`src/rtl/pipeline_control.sv`:
```
// pipeline_control
//   Central hazard/exception controller for a five-stage pipeline.
//   Merges stall requests from IF/ID/MEM with an internally sequenced
//   32-cycle divide, and turns an exception into a one-cycle flush that
//   redirects fetch to the handler address.
//
// Ports
//   clock                  : single clock, rising edge
//   reset                  : asynchronous, active-high
//   if_stall_request       : fetch not ready
//   id_stall_request       : load-use hazard in decode
//   ex_div_start           : EX begins a divide
//   mem_stall_request      : data memory busy
//   exception_request      : exception raised this cycle
//   exception_vector[31:0] : handler address for the exception
//   stall[4:0]             : hold enables {MEM/WB, EX/MEM, ID/EX, IF/ID, PC}
//   flush                  : clear all pipeline latches, redirect fetch
//   flush_program_counter  : redirect target, valid while flush=1
//   div_busy               : divide sequence in progress
//   div_done               : last divide cycle, result may advance
module pipeline_control (
  input  logic        clock,
  input  logic        reset,
  input  logic        if_stall_request,
  input  logic        id_stall_request,
  input  logic        ex_div_start,
  input  logic        mem_stall_request,
  input  logic        exception_request,
  input  logic [31:0] exception_vector,
  output logic [4:0]  stall,
  output logic        flush,
  output logic [31:0] flush_program_counter,
  output logic        div_busy,
  output logic        div_done
);

  typedef enum logic [1:0] {
    ST_IDLE  = 2'd0,
    ST_DIV   = 2'd1,
    ST_FLUSH = 2'd2
  } state_t;

  state_t      r_state, w_state_nxt;
  logic [4:0]  r_div_cnt, w_div_cnt_nxt;
  logic [31:0] r_flush_pc;

  logic w_take_exc;
  logic w_div_accept;
  logic w_div_last;
  logic w_div_stall;

  always_ff @(posedge clock or posedge reset) begin
    if (reset) begin
      r_state    <= ST_IDLE;
      r_div_cnt  <= 5'd0;
      r_flush_pc <= 32'h0000_0000;
    end else begin
      r_state   <= w_state_nxt;
      r_div_cnt <= w_div_cnt_nxt;
      if (w_take_exc) r_flush_pc <= exception_vector;
    end
  end

  always_comb begin
    // FLUSH is a one-cycle window that ignores everything, including a
    // still-asserted exception, so a held request re-flushes every other cycle.
    w_take_exc   = exception_request && (r_state != ST_FLUSH);
    // Divide acceptance is not allowed while reset is held, so stall only
    // reflects the external stall requests during reset.
    w_div_accept = (r_state == ST_IDLE) && ex_div_start && !exception_request && !reset;
    w_div_last   = (r_state == ST_DIV) && (r_div_cnt == 5'd31);
    // Acceptance cycle plus counter 0..30 gives exactly 32 stalled cycles.
    w_div_stall  = w_div_accept || ((r_state == ST_DIV) && !w_div_last);

    w_state_nxt   = r_state;
    w_div_cnt_nxt = r_div_cnt;
    stall         = 5'b00000;
    flush         = 1'b0;
    div_busy      = 1'b0;
    div_done      = 1'b0;

    case (r_state)
      ST_IDLE: begin
        if (w_take_exc) begin
          w_state_nxt = ST_FLUSH;
        end else if (w_div_accept) begin
          w_state_nxt   = ST_DIV;
          w_div_cnt_nxt = 5'd0;
        end
      end
      ST_DIV: begin
        if (w_take_exc) begin
          // Abort: divide result is discarded, no done pulse.
          w_state_nxt   = ST_FLUSH;
          w_div_cnt_nxt = 5'd0;
        end else if (w_div_last) begin
          w_state_nxt   = ST_IDLE;
          w_div_cnt_nxt = 5'd0;
        end else begin
          // Counts through memory stalls; the divider is not held by them.
          w_div_cnt_nxt = r_div_cnt + 5'd1;
        end
      end
      ST_FLUSH: begin
        w_state_nxt = ST_IDLE;
      end
      default: begin
        w_state_nxt   = ST_IDLE;
        w_div_cnt_nxt = 5'd0;
      end
    endcase

    if (r_state != ST_FLUSH) begin
      if (mem_stall_request) stall = stall | 5'b01111;
      if (w_div_stall)       stall = stall | 5'b00111;
      if (id_stall_request)  stall = stall | 5'b00011;
      if (if_stall_request)  stall = stall | 5'b00001;
    end

    flush    = (r_state == ST_FLUSH);
    div_busy = (r_state == ST_DIV);
    // An exception on the final divide cycle aborts it, so suppress done.
    div_done = w_div_last && !exception_request;
  end

  assign flush_program_counter = r_flush_pc;

endmodule
```
`config.mk`:
```
export PLATFORM = sky130hd
export DESIGN_NAME = pipeline_control
export DESIGN_NICKNAME = d
export VERILOG_FILES = /design/src/rtl/pipeline_control.sv
export SDC_FILE = /design/constraint.sdc
export NUM_CORES = 1
export LEC_CHECK = 0
export ABC_CLOCK_PERIOD_IN_PS = 3610
export CORE_AREA = 2 2 93 50
export CTS_CLUSTER_SIZE = 20
export DETAILED_ROUTE_END_ITERATION = 10
export DIE_AREA = 0 0 95 52
export PLACE_DENSITY_LB_ADDON = 0.08
export SYNTH_ARGS = -nofsm -noshare
export SYNTH_HDL_FRONTEND = slang
export SYNTH_SLANG_ARGS = --single-unit
```
`constraint.sdc`:
```
create_clock -name clock -period 3.61 [get_ports clock]
set_input_delay 0.722 -clock clock [delete_from_list [all_inputs] [get_ports clock]]
set_output_delay 0.722 -clock clock [all_outputs]
set_load 0.01 [all_outputs]
```
==> results.yml <==
outcome:
  status: "finished clean"
yosys:
  synth-async-reset-ratio_pct: 100
  ys_types: 28
  postSynthAreaPerCell_sq_um: 15.7
  synth_edf_count: 0
  yosys_warnings: 0
  ys_seq_area_share_pct: 54.1
  synth_fp_nets: 156
  synth_ff_type: "dfrtp_1"
  synthCells: 115
  syn_area_sq_mm: 0.00180
  ys_ff_latch: 39
sta:
  rsz0062_at_grt: "false"
  clock_skew_ns: 0.00329
  slew_headroom_pct: 57.9
  fmax_mhz: 310
  period_share_pct: 89.3
  final_hold_viol_count: 0
  worst_hold_slack_ns: 0.513
  setup_violations: 0
  slew_violations: 0
  worst_pin_slew_ns: 0.623
  setup_tns_ns: 0
  period_minus_slack_ns: 3.22
worst_setup_path:
  regToRegEndpoint: "r_div_cnt[2]"
  path_max_fanout: 7
  cp-start-kind: "input pin"
  cp.required_ns: 2.89
  arrival_ns: 2.50
  critical_path_class: "in -> out"
  rr_worst_depth: 6
  r2r-start: "r_div_cnt[0]"
  reg2reg_slack_ns: 1.64
  crit_path_end_kind: "primary output"
cells_and_area:
  area_delta_synth_final_pct: 46.8
  fin_cells: 252
  fin_nets: 235
  drive_gt1_share_pct: 23.1
  n_antenna_cell: 0
  final_cell_mix: "clkdlybuf4s50_1, dfrtp_1, mux2_4, clkbuf_8, nor3_1"
  layout_commonest_cell: "clkdlybuf4s50_1"
worst_hold_path:
  worstHoldStart: "flush_program_counter[28]"
  hp-class: "reg -> reg"
  holdPathEnd: "flush_program_counter[28]"
  min_delay_path_depth: 1
floorplanning:
  ios: 79
  dieArea_sq_mm: 0.00494
  die_h_microns: 52
  core-area_sq_mm: 0.00419
  rows: 17
  initial_core_util_pct: 43.0
  die_x_microns: 95
route:
  avgViaCountPerCell: 4.66
  route.vias.total: 1174
  dr.pass1.iters: 4
  dr.first_iter.drc_count: 14
  drc_errors: 0
  totalWireLength_mm: 3.60
  post_drt_wl_per_cell_microns: 14.3
  antenna_left: 0
pwr:
  clkPwrFrac_pct: 24.0
  p_total_w: 0.00115
  p_leak_nw: 1.21
  cellPowerDensity_mw_per_mm2: 433
  power.net_switching_w: 0.000290
  power.internal_w: 0.000856
  switching_share_pct: 25.3
  power_frac_seq_pct: 46.7
  p_comb_share_pct: 29.3
  worst_ir_drop_vdd_v: 0.000227
global_routing:
  grt_pass1_vias: 1244
  grt_pass1_wl_mm: 5.78
  grtUsageTotal_pct: 15.9
  grt_max_degree: 41
  grt_antenna_before_repair: 0
  grt-ovfl-total: 0
placed_design:
  dp_hpwl_mm: 2.63
  port_buffers: 77
  gp_congestion: 0.761
  dp.cells: 244
clocking:
  clock_latency_ns: 0.28
  cts.sinks: 39
  cts_inserted_buffers: 5
  tritoncts: "yes"
  clk_pin_slew_ns: 0.07
  cts_hold_buf: 0
  cts_setup_buffers: 0
  cts-root-buf: "clkbuf_8"
  clk_path_buf_depth: 2
  cts-resized-gates: 0
  cts-htree-levels: 2
flow_run:
  max_cap_viol_count: 0
-- flip-flops by register name (all words and copies together) (netlist names) --
signal                 count
flush_program_counter     32
r_state                    2
r_div_cnt                  5
-- synth_stat cells (2+ instances only) --
| cell type | n | share of area (%) |
|---|---|---|
| ha_1 | 2 | 1.4 |
| and2b_1 | 2 | 0.83 |
| a31oi_1 | 2 | 0.69 |
| mux2_4 | 30 | 25 |
| buf_12 | 3 | 3.3 |
| dfrtp_1 | 39 | 54 |
| inv_1 | 2 | 0.42 |
| nor4b_1 | 2 | 0.97 |
| mux2_2 | 3 | 1.9 |
| a22o_1 | 3 | 1.5 |
| nor2_1 | 3 | 0.62 |
| buf_6 | 2 | 1.2 |
| o21ai_0 | 2 | 0.56 |
| nor3_1 | 4 | 1.1 |
| nor2b_1 | 3 | 1.0 |
-- kinds of logic after synthesis --
logic type | synth area share [%]
AO/OA/AOI/OAI | 4.23
XOR/XNOR | 0.486
adder cells (fa/ha/maj) | 1.39
buffers and inverters | 5.41
flip-flops | 54.1
multiplexers | 26.9
other | 0.208
AND/OR/NAND/NOR | 7.29
-- how the worst max path moves through the flow --
stage | depth (start not counted) | end | startpoint | slack [ns]
2_1_floorplan | 3 | r_div_cnt[0] | reset | 1.27
3_5_place_dp | 5 | stall[0] | exception_request | 0.38
5_1_grt | 5 | stall[0] | exception_request | 0.18
6_report | 5 | stall[0] | exception_request | 0.39
3_3_place_gp | 5 | stall[0] | exception_request | 0.42
4_1_cts | 5 | stall[0] | exception_request | 0.38
-- power by group through the flow --
stage / sequential (W) / combinational [W] / clock, W
floorplan: 0.000562 / 0.000142 / 0
global placement: 0.000538 / 0.000337 / 0
detailed placement: 0.000540 / 0.000341 / 0
CTS: 0.000535 / 0.000341 / 0.000288
global route: 0.000542 / 0.000358 / 0.000303
finish: 0.000535 / 0.000336 / 0.000275
-- per-stage QoR --
stage | util [%] | area (sq um) | setup slack [ns]
final | 63.2 | 2650 | 0.386
after floorplan | - | 1800 | 1.27
after global routing | 63.2 | 2650 | 0.177
after global placement | 61.2 | 2560 | 0.422
after detailed placement | 61.2 | 2560 | 0.384
after CTS | 63.2 | 2650 | 0.378
-- cell type report --
cell class	instances	area, sq um
sequential	39	976
inverter	2	7.51
multi-input combinational	68	729
timing repair buffer	78	778
clock inverter	3	15.0
fill	300	1540
tap	57	71.3
clock buffer	5	68.8
-- critical path: stages --
cell and delay [ns]:
clkdlybuf4s50_1 0.54, nor4b_1 0.43, o21bai_1 0.13, a21oi_1 0.13, clkdlybuf4s50_1 0.55
-- per-layer routing --
layer | vias to the layer above | GRT usage, % | wire length [microns] | part of all wire [%]
li1 | 562 | - | - | -
met1 | 570 | 20.4 | 1700 | 47
met2 | 37 | 24.7 | 1610 | 45
met3 | 5 | 6.23 | 262 | 7.3
met4 | 0 | 5.80 | 31 | 0.86
met5 | - | 0 | 0 | 0
No activity file was read; power rests on OpenSTA's default activity.
